**src/rtl/alu_pkg.sv**
```systemverilog
// alu_pkg: constants shared by the ALU issue controller and the
// alu_operations_five execute unit.
//   - Opcode encodings ADD..MUL and OP_MAX (largest legal opcode).
//   - issue_state_t: controller FSM encoding, also exported on the debug port.
//   - lat_cnt_w(): width of a down-counter able to hold the larger latency.
package alu_pkg;

  localparam int unsigned OP_ADD = 0;
  localparam int unsigned OP_SUB = 1;
  localparam int unsigned OP_AND = 2;
  localparam int unsigned OP_OR  = 3;
  localparam int unsigned OP_SLT = 4;
  localparam int unsigned OP_MUL = 5;
  localparam int unsigned OP_MAX = OP_MUL;

  typedef enum logic [1:0] {
    ST_IDLE  = 2'd0,
    ST_ISSUE = 2'd1,
    ST_WAIT  = 2'd2,
    ST_RESP  = 2'd3
  } issue_state_t;

  // Bits needed to count down from max(alu_lat, mul_lat) to 1.
  function automatic int lat_cnt_w(input int alu_lat, input int mul_lat);
    int lat_max;
    lat_max = (alu_lat > mul_lat) ? alu_lat : mul_lat;
    return (lat_max < 2) ? 1 : $clog2(lat_max + 1);
  endfunction

endpackage

```
**src/rtl/rr_arb2.sv**
```systemverilog
// rr_arb2: two-way round-robin arbiter.
//   clk, rst_n : clock, asynchronous active-low reset
//   req[1:0]   : request vector
//   advance    : a grant was taken this cycle; hand priority to the loser
//   gnt[1:0]   : one-hot grant (zero when nobody requests), combinational
module rr_arb2 (
  input  logic       clk,
  input  logic       rst_n,
  input  logic [1:0] req,
  input  logic       advance,
  output logic [1:0] gnt
);

  // 0: requester 0 wins a tie, 1: requester 1 wins a tie.
  logic prio_q;

  always_comb begin
    gnt = req;
    if (req == 2'b11) begin
      gnt = prio_q ? 2'b10 : 2'b01;
    end
  end

  // After granting requester 0 the tie goes to requester 1, and vice versa.
  always_ff @(posedge clk or negedge rst_n) begin
    if (!rst_n) begin
      prio_q <= 1'b0;
    end else if (advance) begin
      prio_q <= gnt[0];
    end
  end

endmodule

```
**src/rtl/alu_issue_ctrl.sv**
```systemverilog
// alu_issue_ctrl: shares one alu_operations_five unit between two requesters.
//   req_valid/req_ready[1:0]     : per-requester valid/ready request channel
//   req_a*/req_b*/req_op*        : operands and opcode of each requester
//   alu_load/alu_a/alu_b/alu_opcode : drive the ALU (load is a 1-cycle strobe)
//   alu_result                   : ALU result, sampled at the end of the wait
//   rsp_valid/rsp_ready          : response channel with backpressure
//   rsp_data/rsp_id/rsp_err      : result, issuing requester, illegal-opcode flag
//   dbg_state                    : current FSM state
//
// Handshake rule on both channels: a transfer happens at a rising clk edge
// where valid and ready are both high; the producer holds valid and its
// payload unchanged until that edge, and the payload is stable while valid.
module alu_issue_ctrl
  import alu_pkg::*;
#(
  parameter int DATA_W  = 32,
  parameter int OP_W    = 6,
  parameter int ALU_LAT = 1,
  parameter int MUL_LAT = 2
) (
  input  logic              clk,
  input  logic              rst_n,
  input  logic [1:0]        req_valid,
  output logic [1:0]        req_ready,
  input  logic [DATA_W-1:0] req_a0,
  input  logic [DATA_W-1:0] req_b0,
  input  logic [DATA_W-1:0] req_a1,
  input  logic [DATA_W-1:0] req_b1,
  input  logic [OP_W-1:0]   req_op0,
  input  logic [OP_W-1:0]   req_op1,
  output logic              alu_load,
  output logic [DATA_W-1:0] alu_a,
  output logic [DATA_W-1:0] alu_b,
  output logic [OP_W-1:0]   alu_opcode,
  input  logic [DATA_W-1:0] alu_result,
  output logic              rsp_valid,
  input  logic              rsp_ready,
  output logic [DATA_W-1:0] rsp_data,
  output logic              rsp_id,
  output logic              rsp_err,
  output issue_state_t      dbg_state
);

  localparam int CNT_W = lat_cnt_w(ALU_LAT, MUL_LAT);
  localparam logic [CNT_W-1:0] ALU_CNT = CNT_W'(ALU_LAT);
  localparam logic [CNT_W-1:0] MUL_CNT = CNT_W'(MUL_LAT);
  localparam logic [CNT_W-1:0] CNT_ONE = CNT_W'(1);
  localparam logic [OP_W-1:0]  OPC_MUL = OP_W'(OP_MUL);
  localparam logic [OP_W-1:0]  OPC_MAX = OP_W'(OP_MAX);

  issue_state_t      state_q;
  logic [DATA_W-1:0] a_q, b_q;
  logic [OP_W-1:0]   op_q;
  logic [CNT_W-1:0]  cnt_q;

  logic [1:0]        gnt;
  logic              accept;
  logic [DATA_W-1:0] sel_a, sel_b;
  logic [OP_W-1:0]   sel_op;

  // Arbiter runs every cycle, but its grant only matters while idle.
  rr_arb2 u_arb (
    .clk     (clk),
    .rst_n   (rst_n),
    .req     (req_valid),
    .advance (accept),
    .gnt     (gnt)
  );

  assign req_ready = (state_q == ST_IDLE) ? gnt : 2'b00;
  assign accept    = (state_q == ST_IDLE) && (gnt != 2'b00);

  always_comb begin
    sel_a  = req_a0;
    sel_b  = req_b0;
    sel_op = req_op0;
    if (gnt[1]) begin
      sel_a  = req_a1;
      sel_b  = req_b1;
      sel_op = req_op1;
    end
  end

  always_ff @(posedge clk or negedge rst_n) begin
    if (!rst_n) begin
      state_q   <= ST_IDLE;
      a_q       <= '0;
      b_q       <= '0;
      op_q      <= '0;
      cnt_q     <= '0;
      alu_load  <= 1'b0;
      rsp_valid <= 1'b0;
      rsp_data  <= '0;
      rsp_id    <= 1'b0;
      rsp_err   <= 1'b0;
    end else begin
      case (state_q)
        ST_IDLE: begin
          if (accept) begin
            a_q      <= sel_a;
            b_q      <= sel_b;
            op_q     <= sel_op;
            rsp_id   <= gnt[1];
            rsp_err  <= (sel_op > OPC_MAX);
            alu_load <= 1'b1;
            state_q  <= ST_ISSUE;
          end
        end
        ST_ISSUE: begin
          // Illegal opcodes go to the ALU untouched and use the short latency.
          alu_load <= 1'b0;
          cnt_q    <= (op_q == OPC_MUL) ? MUL_CNT : ALU_CNT;
          state_q  <= ST_WAIT;
        end
        ST_WAIT: begin
          cnt_q <= cnt_q - CNT_ONE;
          if (cnt_q == CNT_ONE) begin
            rsp_data  <= alu_result;
            rsp_valid <= 1'b1;
            state_q   <= ST_RESP;
          end
        end
        ST_RESP: begin
          if (rsp_ready) begin
            rsp_valid <= 1'b0;
            state_q   <= ST_IDLE;
          end
        end
        default: state_q <= ST_IDLE;
      endcase
    end
  end

  // Operand registers only change on accept, so they stay stable from
  // ISSUE through the end of WAIT.
  assign alu_a      = a_q;
  assign alu_b      = b_q;
  assign alu_opcode = op_q;
  assign dbg_state  = state_q;

endmodule

```
**config.mk**
```make
export PLATFORM = sky130hd
export DESIGN_NAME = alu_issue_ctrl
export DESIGN_NICKNAME = d
export VERILOG_FILES = /design/src/rtl/alu_pkg.sv /design/src/rtl/rr_arb2.sv /design/src/rtl/alu_issue_ctrl.sv
export SDC_FILE = /design/constraint.sdc
export NUM_CORES = 1
export LEC_CHECK = 0
export CAP_MARGIN = 40
export CORE_ASPECT_RATIO = 0.8
export CORE_MARGIN = 1
export CORE_UTILIZATION = 30
export CTS_CLUSTER_DIAMETER = 50
export DETAILED_ROUTE_END_ITERATION = 8
export MAX_ROUTING_LAYER = met4
export PLACE_DENSITY = 0.69
export SETUP_SLACK_MARGIN = 0.5
export SYNTH_ARGS = -nofsm -noshare
export SYNTH_HDL_FRONTEND = slang
export SYNTH_SLANG_ARGS = --single-unit
```
**constraint.sdc**
```tcl
create_clock -name clk -period 2.9 [get_ports clk]
set_input_delay 0.58 -clock clk [delete_from_list [all_inputs] [get_ports clk]]
set_output_delay 0.58 -clock clk [all_outputs]
set_load 0.05 [all_outputs]
```
==> run metrics, run 1 <==
status finished, final reports clean; Synthesized Nets 687; CP Capture Type output pin; Peak VDD IR 604 uV; layout cells sized above 1 11.4%; largest net degree at the start of global routing 71; CP arrival 1.72 ns; CP endpoint req_ready[1]; CTS Sinks 111; Placement Rows 41; Worst-path clk slew 0.07 ns; Via Count 4557; clock period minus worst slack 2.30 ns; H-tree depth 3; clk_lat worst skew 0.35 ns; fin cells roughly 1000; vias in the first global route about 4500; area delta synth->final 67.6%; Placeable Area roughly 16000 um2; cells on worst reg2reg path 7; Max Slew Vio Count 0; post-place setup slack 0.536 ns; post-route ant nets 0; Final Hold Vio Count 0; final instance area 8360 um2; origin of the critical flop-to-flop path dbg_state[1]$_DFFE_PN0P_; part of the cycle the worst path needs 79.2%; Routed wire per std cell 15.1 um; drt first pass iters 4; Syn. warnings 0; Placed Area 8080 um2; slew at the pin with the worst max-slew slack between 0.6 and 0.7 ns; # fillers 1500; first-pass GRT wire length 24100 um; required time worst endpoint 2.32 ns; Buf/Inv on CP 2; Hold WC Path Type in2async; Worst path slowest cell clkdlybuf4s50_1; RSZ-0062 raised after global routing false; fmax about 440 MHz; sequential share of the synthesized area 55.7%; die area 17200 um2; Syn Std Cell Area 4990 um2; crit start category primary input; die height 117 um; Final Skew just under 0.009 ns; n_diodes 0; FF+latch count, synth 111; Final nets 960; Detailed Route Iter0 Violations about 180; Synth async-reset ratio 100%; CTS Buf Count 9; Post CTS Setup Buffer Count 0; Worst path max stage delay 0.64 ns; Routability Congestion approximately 0.81; Root Buffer clkbuf_16; post-DP HPWL 11100 um; gr ovfl total 0; number of distinct library cells after synthesis 29; Inst Count DP between 900 and 1000; TNS Setup 0 ns; post-detailed-route DRC marker count 0; Slew HR between 50% and 60%; LEAKAGE 3.44 nW; top-area cell type share of the netlist area 55.7%; vias per cell ~4.6; CP Max Fanout 7; CTS Buffer Depth 2; Post-synth EDFFs 0; CP Class in2out; reg-to-reg endpoint alu_a[10]$_DFFE_PN0P_; setup ws final 0.604 ns; worst path cell trace clkdlybuf4s50_1, nand2_2, nor2_1, buf_12; MaxCap Viol Count 0; CTS tree yes; Crit. path cell count 4; synth top area cells dfrtp_1, nand2_1, mux2_2; GRT Total Usage 18.3%; IO Pins about 290; Die Width 146 um; Most used DFF post-synth dfrtp_1; area leader, netlist dfrtp_1; crit path launch req_valid[1]; Largest delay share family, worst path buffers and inverters; final setup vio count 0; IO Port Bufs 286; pwr/cell area 1260 nW/um2; Syn Inst Count 504; WL final 15000 um; Syn Area/Cell 9.90 um2; initial antenna violation count 0; Initial Util 31.2%; flop-to-flop setup slack 0.89 ns
==> report_power, final <==
group,switching (W),internal (W),total [W]
Sequential,0.000433,0.00234,0.00278
Clock,0.000586,0.000591,0.00118
Combinational,0.00418,0.00236,0.00654
Total,0.00520,0.00530,0.0105
==> per-layer routing <==
metal	share of wire (%)	GRT usage [%]	routed length [um]	vias to the layer above
met4	0.92	4.17	138	0
met3	6.3	4.47	950	10
met5	0	-	0	-
li1	-	-	-	2242
met1	45	23.1	6800	2122
met2	47	29.7	7110	183
==> placed cells by master (no fill, tap or decap) <==
cell type,Yosys,layout
and3_1,1,1
nor2_1,72,72
a211o_1,1,1
a21oi_2,0,1
a21boi_0,1,1
nand2_1,128,128
a31oi_1,57,57
nand2b_2,1,1
nor4b_1,1,1
inv_6,0,2
mux2_2,34,34
a211oi_1,1,1
o21ai_0,7,7
a21oi_1,9,8
nand2_2,11,11
dfrtp_1,111,111
buf_12,0,7
mux2i_1,6,6
clkinv_2,0,2
clkbuf_16,0,9
o21ai_1,1,1
ha_1,6,5
inv_1,7,7
o22ai_1,2,2
clkinv_4,0,2
clkbuf_1,3,1
clkdlybuf4s50_1,0,283
ha_2,0,1
buf_4,3,6
nor2_2,1,1
and2_2,0,1
a31oi_2,10,10
nor2_4,1,1
==> worst min path at each step <==
| stage | end | cells after the start | slack, ns | from |
|---|---|---|---|---|
| floorplan | alu_a[0]$_DFFE_PN0P_ | 0 | 0.28 | rst_n |
| global placement | alu_load$_DFFE_PN0P_ | 2 | 0.48 | alu_load$_DFFE_PN0P_ |
| detailed placement | rsp_data[27]$_DFFE_PN0P_ | 1 | 0.49 | rsp_data[27]$_DFFE_PN0P_ |
| CTS | alu_b[27]$_DFFE_PN0P_ | 1 | 0.28 | rst_n |
| global route | alu_b[27]$_DFFE_PN0P_ | 1 | 0.30 | rst_n |
| finish | alu_b[27]$_DFFE_PN0P_ | 1 | 0.25 | rst_n |
==> layout make-up <==
cell class | count | area (um2) | area share [%]
Timing Repair Buffer | 296 | 3020 | 36.1
Sequential cell | 111 | 2780 | 33.2
Multi-Input combinational cell | 352 | 2000 | 23.9
Tap cell | 215 | 269 | 3.22
Clock buffer | 10 | 229 | 2.74
Clock inverter | 6 | 45.0 | 0.539
Inverter | 7 | 26.3 | 0.314
==> state kept, by name, summed over array words and instances, names as in the netlist <==
signal,cells
u_arb.prio_q,1
dbg_state,2
alu_b,32
rsp_err,1
rsp_data,32
cnt_q,2
alu_a,32
alu_load,1
alu_opcode,6
rsp_id,1
rsp_valid,1
==> cell usage after synthesis (2+ instances only) <==
master,n
buf_6,3
o22ai_1,2
buf_1,4
buf_4,3
inv_1,7
nor2_1,72
a31oi_2,10
buf_2,20
ha_1,6
dfrtp_1,111
a31oi_1,57
o21ai_0,7
a21oi_1,9
nand2_2,11
clkbuf_1,3
mux2_2,34
nand2_1,128
mux2i_1,6
==> what timing repair did <==
action                     4_1_cts  5_1_grt
resized for setup                0        1
hold buffers                     0        0
setup endpoints to repair        0        1
==> logic make-up after synthesis <==
family | synth area share, %
buffers and inverters | 4.49
AND/OR/NAND/NOR | 17.4
AO/OA/AOI/OAI | 12.1
flip-flops | 55.7
multiplexers | 8.88
adder cells (fa/ha/maj) | 1.50
==> through the flow <==
step           utilization, %  power, W  hold slack (ns)
6_report                 52.2    0.0105            0.251
5_1_grt                  52.2    0.0110            0.303
4_1_cts                  52.2    0.0106            0.280
3_5_place_dp             50.5   0.00939            0.493
3_3_place_gp             50.5   0.00932            0.480
2_1_floorplan               -   0.00709            0.284
Note: power is estimated with default switching activity, not from simulation.
==> run 2: changes to the inputs <==
==> constraint.sdc (replaced) <==
create_clock -name clk -period 2.4 [get_ports clk]
set_input_delay 0.48 -clock clk [delete_from_list [all_inputs] [get_ports clk]]
set_output_delay 0.48 -clock clk [all_outputs]
set_load 0.05 [all_outputs]
==> run metrics, run 2 (synthesis results as in run 1) <==
Buf/Inv on CP 2; area delta synth->final 66.5%; flop-to-flop setup slack 0.53 ns; TNS Setup 0 ns; vias in the first global route roughly 4600; Worst path slowest cell dfrtp_2; Die Width between 100 and 150 um; # fillers 1515; Final Skew 0.00781 ns; layout cells sized above 1 12.9%; required time worst endpoint between 1.5 and 2 ns; fmax roughly 530 MHz; IO Pins 287; Worst-path clk slew 0.08 ns; CTS Hold Bufs 0; IO Port Bufs 286; gr ovfl total 0; Routed wire per std cell around 15 um; reg-to-reg endpoint rsp_data[2]$_DFFE_PN0P_; Initial Util 31.2%; Worst path max stage delay 0.44 ns; multi-input logic area 2030 um2; CP endpoint req_ready[0]; Placeable Area ~16000 um2; CTS Sinks 111; Final Hold Vio Count 0; cells on worst reg2reg path 6; die area approximately 17000 um2; largest net degree at the start of global routing 89; CP Capture Type output pin; Via Count 4617; Routability Congestion 0.814; most frequent cells in the layout clkdlybuf4s50_1, nand2_1, dlygate4sd2_1, dfrtp_1, nor2_1; most common cell after layout, fill and taps aside clkdlybuf4s50_1; Power Total 0.0122 W; Peak VDD IR 788 uV; initial antenna violation count 0; CTS Buffer Depth 2; n_diodes 0; CP arrival 1.42 ns; Final nets 963; crit start category register; Hold WC Path Type in2async; Detailed Route Iter0 Violations approximately 190; MaxCap Viol Count 0; CP Class reg2out; post-detailed-route DRC marker count 0; CTS tree yes; register area about 2800 um2; fin util 51.9%; first-pass GRT wire length 24600 um; fin cells 1000; RSZ-0062 raised after global routing true; crit path launch dbg_state[0]$_DFFE_PN0P_; H-tree depth 3; CTS Buf Count 9; Root Buffer clkbuf_16; status finished, final reports clean; slew at the pin with the worst max-slew slack approximately 0.6 ns; final setup vio count 0; die height 117 um; drt first pass iters 5; Crit. path cell count 5; CP Max Fanout 7; post-DP HPWL 11400 um; clock period minus worst slack 1.90 ns; worst path cell trace inv_4, ha_4, nand2_4, a21oi_4, buf_12; part of the cycle the worst path needs approximately four fifths; vias per cell between 4 and 5; pwr/cell area 1470 nW/um2; Max Slew Vio Count 0; LEAKAGE 3.57 nW; origin of the critical flop-to-flop path dbg_state[0]$_DFFE_PN0P_; Inst Count DP 980; worst hold margin slightly above 0.1 ns; Largest delay share family, worst path flip-flops; Placement Rows 41; clk_lat worst skew 0.35 ns; GRT Total Usage a little under a fifth; WL final 15500 um; Slew HR 60.6%; post-route ant nets 0
## run 2: cell types whose count changed in the layout (fill, tap and decap cells not counted), sizes merged
cell / previous run / this run
dlygate4sd2: 0 / 109
buf: 13 / 16
clkdlybuf4s50: 283 / 173
clkinv: 4 / 3
clkdlybuf4s15: 0 / 1
clkinvlp: 0 / 1
## run 2: worst min-delay path by stage
stage,endpoint,slack [ns],cells past startpoint,startpoint
finish,alu_b[24]$_DFFE_PN0P_,0.10,1,rst_n
global route,alu_b[24]$_DFFE_PN0P_,0.12,1,rst_n
CTS,alu_b[24]$_DFFE_PN0P_,0.1,1,rst_n
detailed placement,alu_b[24]$_DFFE_PN0P_,0.49,1,rst_n
global placement,alu_load$_DFFE_PN0P_,0.48,2,alu_load$_DFFE_PN0P_
floorplan,alu_a[0]$_DFFE_PN0P_,0.18,0,rst_n
## run 2: worst reg2reg max path: cells and delay by family, from the launching register on
family	cells	cell delay, ns
buffers and inverters	3	0.56
flip-flops	1	0.41
multiplexers	1	0.41
adder cells (fa/ha/maj)	1	0.28
AND/OR/NAND/NOR	1	0.09
## run 2: what timing repair did
action	in CTS	in global routing
setup endpoints to repair	128	2
pin swaps	0	2
gates resized for setup	115	6
buffers inserted	0	4
## run 2: power breakdown
part	switching (W)	total, W	internal (W)	leakage (nW)
combinational	0.00512	0.00739	0.00227	2.17
sequential	0.000509	0.00334	0.00284	1.26
clock	0.000719	0.00146	0.000740	0.141
## run 2: final cells by class
cell class / instances / area share (%)
Inverter: 7 / 0.377
Sequential cell: 111 / 33.5
Multi-Input combinational cell: 352 / 24.4
Clock inverter: 6 / 0.512
Clock buffer: 10 / 2.88
Tap cell: 215 / 3.24
Timing Repair Buffer: 299 / 35.1
## run 2: per-stage QoR
step / area [um2] / setup slack [ns]
after floorplan: 5010 / 0.563
after global placement: 8110 / 0.300
after detailed placement: 8110 / 0.214
after CTS: 8260 / 0.378
after global routing: 8310 / 0.433
final: 8310 / 0.496
## run 2: routing by layer
| layer | wire, um | vias up | GRT usage (%) |
|---|---|---|---|
| li1 | - | 2248 | - |
| met1 | 7200 | 2158 | 24.3 |
| met2 | 7030 | 184 | 29.0 |
| met3 | 928 | 27 | 4.63 |
| met4 | 320 | 0 | 6.32 |
| met5 | 0 | - | - |
==> run 3: changes to the inputs <==
--- a/config.mk
+++ b/config.mk
@@ -12,7 +12,7 @@
 export CTS_CLUSTER_DIAMETER = 50
 export DETAILED_ROUTE_END_ITERATION = 8
 export MAX_ROUTING_LAYER = met4
-export PLACE_DENSITY = 0.69
+export PLACE_DENSITY = 0.71
 export SETUP_SLACK_MARGIN = 0.5
 export SYNTH_ARGS = -nofsm -noshare
 export SYNTH_HDL_FRONTEND = slang
==> constraint.sdc (replaced) <==
create_clock -name clk -period 1.65 [get_ports clk]
set_input_delay 0.33 -clock clk [delete_from_list [all_inputs] [get_ports clk]]
set_output_delay 0.33 -clock clk [all_outputs]
set_load 0.05 [all_outputs]
==> run metrics, run 3 (synthesis results as in run 1) <==
status finished, violations left; failing checks setup timing; Placement Rows a little over 40; cells on worst reg2reg path 7; Via Count 5623; switch share 45.0%; Die Width roughly 150 um; die height ~120 um; die area 17200 um2; Comb pwr share 71.7%; clock period minus worst slack between 1.5 and 2 ns; MaxCap Viol Count 0; final setup vio count 14; slew at the pin with the worst max-slew slack 0.455 ns; vias in the first global route 5800; crit path launch dbg_state[0]$_DFFE_PN0P_; crit start category register; Placeable Area 16000 um2; initial antenna violation count 0; post-route ant nets 0; CP Capture Type output pin; Routed wire per std cell approximately 19 um; first-pass GRT wire length approximately 32000 um; Routability Congestion 0.809; Root Buffer clkbuf_16; Largest delay share family, worst path flip-flops; post-detailed-route DRC marker count 0; Crit. path cell count 5; gr ovfl total 0; LEAKAGE 5.05 nW; required time worst endpoint between 1 and 1.5 ns; setup ws final -0.0777 ns; n_diodes 0; pwr/cell area 2340 nW/um2; RSZ-0062 raised after global routing true; post-DP HPWL around 12000 um; flop-to-flop setup slack -0.06 ns; worst path cell trace inv_4, ha_4, nand2_4, a21oi_4, buf_12; IO Pins between 200 and 300; Max Slew Vio Count 0; Worst path slowest cell dfrtp_2; Hold WC Path Type in2async; WL final 22100 um; CP Class reg2out; Inst Count DP 1001; part of the cycle the worst path needs 105%; Final Skew 0.00784 ns; drt first pass iters 4; CP arrival 1.40 ns; Power Total 0.0267 W; CTS Buf Count 9; CP endpoint req_ready[0]; clock share of power 8.4%; vias per cell 4.79; Buf/Inv on CP 2; CTS Buffer Depth 2; GRT Total Usage 24.5%; Worst path max stage delay between 0.4 and 0.5 ns; Slew HR 69.6%; IO Port Bufs roughly 290; CP Max Fanout 4; Worst-path clk slew 0.08 ns; CTS tree yes; origin of the critical flop-to-flop path dbg_state[1]$_DFFE_PN0P_; area delta synth->final 129%; switching power 0.0120 W; Peak VDD IR 1160 uV; CTS Sinks 111; fin util 71.5%; H-tree depth 3; layout cells sized above 1 46.9%; fin cells 1175; largest net degree at the start of global routing between 60 and 70; worst hold margin 0.522 ns; sequential share of power 19.9%; Final Hold Vio Count 0; most common cell after layout, fill and taps aside clkdlybuf4s50_1; reg-to-reg endpoint cnt_q[0]$_DFFE_PN0P_; Placed Area about 8300 um2; Detailed Route Iter0 Violations between 200 and 300; most frequent cells in the layout clkdlybuf4s50_1, nand2_1, buf_4, buf_6, dfrtp_1; Final nets 1138; clk_lat worst skew 0.34 ns; Initial Util 31.2%; final instance area 11400 um2; Power Internal 0.0147 W; fmax 579 MHz
## run 3: changes by cell type in the layout (fill, tap and decap cells not counted), moves of 20 or more
cell,change
mux2_2,-34
a31oi_4,+23
mux2_4,+34
nor2_1,-34
nor2_4,+28
buf_6,+118
dlygate4sd2_1,-107
buf_12,+20
buf_4,+113
## run 3: worst reg2reg max path: cells and delay by family (launching register included)
| kind | cells | cell delay [ns] |
|---|---|---|
| AND/OR/NAND/NOR | 2 | 0.43 |
| flip-flops | 1 | 0.42 |
| multiplexers | 1 | 0.26 |
| buffers and inverters | 2 | 0.25 |
| adder cells (fa/ha/maj) | 1 | 0.20 |
| AO/OA/AOI/OAI | 1 | 0.04 |
## run 3: layer usage
| metal | GRT usage, % | share of wire, % |
|---|---|---|
| met4 | 7.16 | 2.7 |
| met2 | 40.5 | 50 |
| met5 | - | 0 |
| met1 | 29.9 | 40 |
| met3 | 5.72 | 7.1 |
## run 3: worst min-delay path by stage
stage,start,slack [ns],endpoint
3_5_place_dp,rst_n,0.36,alu_opcode[4]$_DFFE_PN0P_
2_1_floorplan,rst_n,0.03,alu_a[0]$_DFFE_PN0P_
4_1_cts,req_a1[0],0.51,alu_a[0]$_DFFE_PN0P_
6_report,rst_n,0.52,alu_opcode[4]$_DFFE_PN0P_
5_1_grt,rst_n,0.54,alu_opcode[4]$_DFFE_PN0P_
3_3_place_gp,rst_n,0.36,alu_opcode[4]$_DFFE_PN0P_
## run 3: power by group through the flow
stage	registers (W)	logic, W	clock network [W]
floorplan	0.00956	0.00360	0
global placement	0.00500	0.0122	0
detailed placement	0.00506	0.0123	0
CTS	0.00525	0.0170	0.00231
global route	0.00542	0.0199	0.00242
finish	0.00531	0.0192	0.00225
## run 3: metrics by stage
step | TNS (ns) | worst slack, ns
after floorplan | 0 | 0.0467
after global placement | -7.16 | -0.156
after detailed placement | -9.76 | -0.230
after CTS | -0.165 | -0.0958
after global routing | -1.59 | -0.129
final | -0.243 | -0.0777
## run 3: final cells by class
cell class	instances	area, um2
multi-input cells	352	2790
repair buffers	474	5260
clock buffers	9	225
fillers	1063	4570
flip-flops and latches	111	2790
clock inverters	7	80.1
well taps	215	269
inverters	7	31.3
## run 3: repair_timing
action                                 in CTS  in global routing
endpoints found under the hold margin      28                  0
gates resized for setup                   225                 56
gates cloned                               18                  1
buffers inserted                           84                 54
pin swaps                                  12                 10
setup endpoints to repair                 219                266
hold buffers                                1                  0
